<file path="src/rtl/grf_mp.sv">
// Multi-port general register file with write-to-read bypass and a per-register busy scoreboard.
// Define GRF_TRACE_EN to print a line for every accepted write (simulation trace).
module grf_mp #(
  parameter int DW     = 32,
  parameter int AW     = 5,
  parameter int NREAD  = 2,
  parameter int NWRITE = 2,
  parameter int BYPASS = 1
) (
  input  logic                 clk,
  input  logic                 reset,
  input  logic [NREAD*AW-1:0]  rd_addr,
  output logic [NREAD*DW-1:0]  rd_data,
  output logic [NREAD-1:0]     rd_busy,
  input  logic [NWRITE-1:0]    wr_en,
  input  logic [NWRITE*AW-1:0] wr_addr,
  input  logic [NWRITE*DW-1:0] wr_data,
  input  logic [NWRITE*32-1:0] wr_pc,
  input  logic                 iss_en,
  input  logic [AW-1:0]        iss_addr,
  output logic [AW:0]          busy_cnt
);

  localparam int NREG = 2**AW;

  logic [DW-1:0]   regFile_q [NREG];
  logic [NREG-1:0] busyVec_q, busyVec_d;
  logic [AW:0]     busyCnt_q, busyCnt_d;

  // Clear on writeback first so that a same-cycle issue to the same register wins.
  always_comb begin
    busyVec_d = busyVec_q;
    for (int j = 0; j < NWRITE; j++) begin
      if (wr_en[j]) busyVec_d[wr_addr[j*AW +: AW]] = 1'b0;
    end
    if (iss_en) busyVec_d[iss_addr] = 1'b1;
    busyVec_d[0] = 1'b0;
  end

  always_comb begin
    busyCnt_d = '0;
    for (int r = 0; r < NREG; r++) begin
      busyCnt_d = busyCnt_d + {{AW{1'b0}}, busyVec_d[r]};
    end
  end

  always_ff @(posedge clk or posedge reset) begin
    if (reset) begin
      busyVec_q <= '0;
      busyCnt_q <= '0;
    end else begin
      busyVec_q <= busyVec_d;
      busyCnt_q <= busyCnt_d;
    end
  end

  // Ascending port order lets the highest-index port win a write conflict.
  always_ff @(posedge clk or posedge reset) begin
    if (reset) begin
      for (int r = 0; r < NREG; r++) regFile_q[r] <= '0;
    end else begin
      for (int j = 0; j < NWRITE; j++) begin
        if (wr_en[j] && (wr_addr[j*AW +: AW] != '0))
          regFile_q[wr_addr[j*AW +: AW]] <= wr_data[j*DW +: DW];
      end
    end
  end

  always_comb begin
    logic [AW-1:0] readAddr;
    logic [DW-1:0] readVal;
    rd_data  = '0;
    rd_busy  = '0;
    readAddr = '0;
    readVal  = '0;
    for (int k = 0; k < NREAD; k++) begin
      readAddr = rd_addr[k*AW +: AW];
      readVal  = regFile_q[readAddr];
      if (BYPASS != 0) begin
        for (int j = 0; j < NWRITE; j++) begin
          if (wr_en[j] && (wr_addr[j*AW +: AW] == readAddr))
            readVal = wr_data[j*DW +: DW];
        end
      end
      // Bypassed data must not leak out while reset is held.
      if (reset || (readAddr == '0)) readVal = '0;
      rd_data[k*DW +: DW] = readVal;
      rd_busy[k]          = busyVec_q[readAddr] && !reset;
    end
  end

  assign busy_cnt = busyCnt_q;

`ifdef GRF_TRACE_EN
  always @(posedge clk) begin
    logic wonConflict;
    wonConflict = 1'b0;
    if (!reset) begin
      for (int j = 0; j < NWRITE; j++) begin
        wonConflict = wr_en[j] && (wr_addr[j*AW +: AW] != '0);
        for (int k = j + 1; k < NWRITE; k++) begin
          if (wr_en[k] && (wr_addr[k*AW +: AW] == wr_addr[j*AW +: AW])) wonConflict = 1'b0;
        end
        if (wonConflict)
          $display("%d@%h: $%d <= %h", $time, wr_pc[j*32 +: 32],
                   wr_addr[j*AW +: AW], wr_data[j*DW +: DW]);
      end
    end
  end
`else
  logic unusedTracePc;
  assign unusedTracePc = ^wr_pc;
`endif

endmodule

</file>
<file path="config.mk">
export PLATFORM = sky130hd
export DESIGN_NAME = grf_mp
export DESIGN_NICKNAME = d
export VERILOG_FILES = /design/src/rtl/grf_mp.sv
export SDC_FILE = /design/constraint.sdc
export NUM_CORES = 2
export LEC_CHECK = 0
export BUFFER_PORTS_ARGS = -buffer_cell sky130_fd_sc_hd__buf_2
export CAP_MARGIN = 0
export CELL_PAD_IN_SITES_DETAIL_PLACEMENT = 1
export CELL_PAD_IN_SITES_GLOBAL_PLACEMENT = 2
export CORE_MARGIN = 5
export CORE_UTILIZATION = 30
export DETAILED_ROUTE_END_ITERATION = 6
export PLACE_DENSITY = 0.75
export SYNTH_ARGS = -nofsm -noshare
export SYNTH_HDL_FRONTEND = slang
export SYNTH_SLANG_ARGS = --single-unit
</file>
<file path="constraint.sdc">
create_clock -name clk -period 30.7 [get_ports clk]
set_input_delay 3.07 -clock clk [delete_from_list [all_inputs] [get_ports clk]]
set_output_delay 3.07 -clock clk [all_outputs]
set_load 0.05 [all_outputs]
</file>
==> results.md <==
* Status: finished with violations
* Failing checks: design-rule violations
* Pin count of the biggest net entering global routing at between 150 and 200
* Fin. Hold Viols at 0
* Final Setup Violations at 0
* Initial antenna violation count at 74
* GRT Overall Usage at 29.9%
* CTS Root Cell: clkbuf_16
* Startpoint types: primary input
* Area delta synth->final at 10.3%
* RSZ-0062 raised after global routing: no
* Critical path's largest stage delay at approximately 950 ps
* Most frequent cells in the layout: 1061 x dfrtp_1, 755 x o21ai_0, 720 x mux2i_1, 686 x nand2_1, 526 x mux4_2
* Synth Flop Type: dfrtp_1
* Part of the cycle the worst path needs at roughly a third
* Ratio of cells with drive above 1 in the final layout at 19.3%
* Peak VDD IR at 0.101 mV
* Pre-CTS setup slack at slightly above 20000 ps
* Drt total wl at around 360000 um
* Final min period at 10780 ps
* CTS tree: yes
* Fmax at between 90 and 100 MHz
* Post-synth cell types at 63
* Starting Density at a little under a third
* 1st-iter DRT viols at approximately 8.7k
* Io pins at 230
* Die H at 484 um
* Critical Path RT at 27630 ps
* Synth Area per Inst at between 10 and 15 um2
* Port Buffers at around 170
* Asr flop ratio synth at 100%
* Slowest cell on the critical path: nor4b_4
* Post-CTS Hold Fix Bufs at 0
* CP top delay family: buffers and inverters
* Most common cell after layout, fill and taps aside: dfrtp_1
* Core Area at between 200000 and 250000 um2
* Die area at roughly 230000 um2
* DRC at 3
* Clk slew on worst S/H paths at around 60 ps
* Yosys reg bits at roughly 1.1k
* Via/cell ratio at 6.72
* First drt pass iteration count at 5
* First-pass GRT wire length at approximately 500000 um
* Worst hold margin at 402 ps
* Final slew viol count at 0
* Post-CTS Setup Repair Bufs at 0
* Relative slew margins at 3.80%
* Max-cap violation count at 0
* Synthesized area at approximately 67000 um2
* Sequential area share after synthesis at around 39%
* GRT overflow at 0
* Total nets after synthesis at 6634
* Post-cts resize count at 0
* CP cell instances: buf_8 > xnor2_1 > nand4_1 > buf_4 > nor2_1 > nor4b_4 > buf_4 > a221o_1 > buf_2
* Max Clock Skew at 13.9 ps
* Non-filler instance count after layout at 9189
* Setup TNS at 0 ps
* CP Data Arrival Time at roughly 7700 ps
* CP max FO at 44
* Fin nets at slightly above 6k
* Die Wd at between 400 and 500 um
* Tightest Pin Transition at 1440 ps
* Syn Inst Count at 6446
* Skew-Pair Late Insertion Delay at around 800 ps
* Row count at between 150 and 200
* GP Congestion at 0.901
* CP bufs+invs at 4
* Placed Cells at approximately 9k
* Max Buffers Root-to-Sink at 3
* CP Capture Type: primary output
* Clock Sinks at 1061
* Yosys warnings at 0
* CTS buffer count at roughly 120
* Cell area after placement at ~70000 um2
* H-Tree Depth at 3
* Vias at about 62k
* Final design area excluding fillers at 74400 um2
* Hold Crit Class: register to register
* Routed wire per std cell at ~40 um
* Vias in the first global route at a little over 60k
* Post-DRT Antenna Nets at 0
* Pwr per Cell Area at slightly above 70 nW/um2
* Cell mode on critical path: buf_4
* Post-DP HPWL at just over 200000 um
* EDFF count, synth at 0
* Setup ws final at approximately 20000 ps
* Crit Path Class: primary input to primary output
* P_leak at 0.0327 uW
-- cell usage after synthesis (3+ instances only) --
cell | number | area, um2
a211oi_1 | 8 | 60.1
a21oi_1 | 303 | 1520
a221o_1 | 62 | 621
a221oi_1 | 104 | 911
a22oi_1 | 392 | 2940
a32o_1 | 24 | 240
a32oi_1 | 40 | 350
and2_0 | 3 | 18.8
and2_1 | 30 | 188
and3_1 | 9 | 56.3
and3b_1 | 6 | 52.6
and4_1 | 5 | 43.8
buf_1 | 93 | 349
buf_2 | 209 | 1050
buf_4 | 42 | 315
buf_6 | 22 | 248
clkbuf_1 | 495 | 1860
dfrtp_1 | 1061 | 26600
fa_1 | 23 | 460
ha_1 | 7 | 87.6
inv_1 | 44 | 165
mux2_2 | 4 | 45.0
mux2i_1 | 720 | 7210
mux4_2 | 526 | 11800
nand2_1 | 711 | 2670
nand2_2 | 13 | 81.3
nand3_1 | 69 | 345
nand3b_1 | 10 | 75.1
nor2_1 | 464 | 1740
nor2_2 | 8 | 50.1
nor2_4 | 5 | 56.3
nor2_8 | 6 | 120
nor2b_1 | 4 | 25.0
nor3_1 | 6 | 30.0
nor3b_1 | 8 | 60.1
nor4_2 | 3 | 37.5
o2111ai_1 | 62 | 543
o211ai_1 | 3 | 22.5
o21ai_0 | 755 | 3780
o21ai_1 | 31 | 155
or3b_1 | 4 | 35.0
xnor2_1 | 14 | 123
xor2_1 | 9 | 78.8
-- registers in the layout, indices dropped and copies added, names as in the netlist --
signal     cells
regFile_q   1024
busyVec_q     31
busy_cnt       6
-- where the power goes --
group	leakage (uW)	internal [uW]	switching [uW]
combinational	0.0174	771	895
clock	0.00201	878	670
sequential	0.0132	1760	286
total	0.0327	3410	1850
-- area by class of cell --
type / instances / area (um2)
Tap cell: 2992 / 3740
Antenna cell: 57 / 143
Sequential cell: 1061 / 26600
Clock inverter: 42 / 492
Fill cell: 24600 / 150000
Clock buffer: 176 / 3550
Inverter: 44 / 169
Multi-Input combinational cell: 4480 / 37500
Timing Repair Buffer: 337 / 2230
-- final timing paths --
| kind | from | to | slack (ps) | depth (start not counted) |
|---|---|---|---|---|
| worst max-delay path | rd_addr[5] | rd_data[33] | 19920 | 9 |
| worst min-delay path | regFile_q[1009] | regFile_q[1009] | 400 | 0 |
| worst max register to register | busyVec_q[28] | busy_cnt[4] | 25160 | 16 |
| worst min register to register | regFile_q[1009] | regFile_q[1009] | 400 | 0 |
| max in group asynchronous | reset | regFile_q[157] | 22760 | 8 |
| min in group asynchronous | reset | regFile_q[867] | 2850 | 3 |
-- kinds of logic (layout without fill, tap and decap cells) --
logic type      Yosys count  count (layout)  synth area share (%)
fa+ha+maj                30              30                 0.812
buf+inv                 905             599                  5.90
flops                  1061            1061                  39.3
mux                    1250            1250                  28.3
other cells               0              57                     0
simple gates           1386            1386                  8.77
compound gates         1791            1791                  16.6
xor+xnor                 23              23                 0.298
-- metrics by stage --
stage	power, uW	util (%)
global route	5470	33.1
CTS	5220	33.1
finish	5260	33.2
global placement	3600	31.3
floorplan	3190	-
detailed placement	3690	31.3
-- routing by layer --
| layer | up-vias | wire length (um) | GRT usage, % |
|---|---|---|---|
| li1 | 23300 | - | - |
| met1 | 32000 | 126000 | 34.7 |
| met2 | 4768 | 159000 | 43.8 |
| met3 | 1608 | 42400 | 9.93 |
| met4 | 30 | 36300 | 26.4 |
| met5 | - | 216 | 0.0204 |
Note: power is estimated with default switching activity, not from simulation.
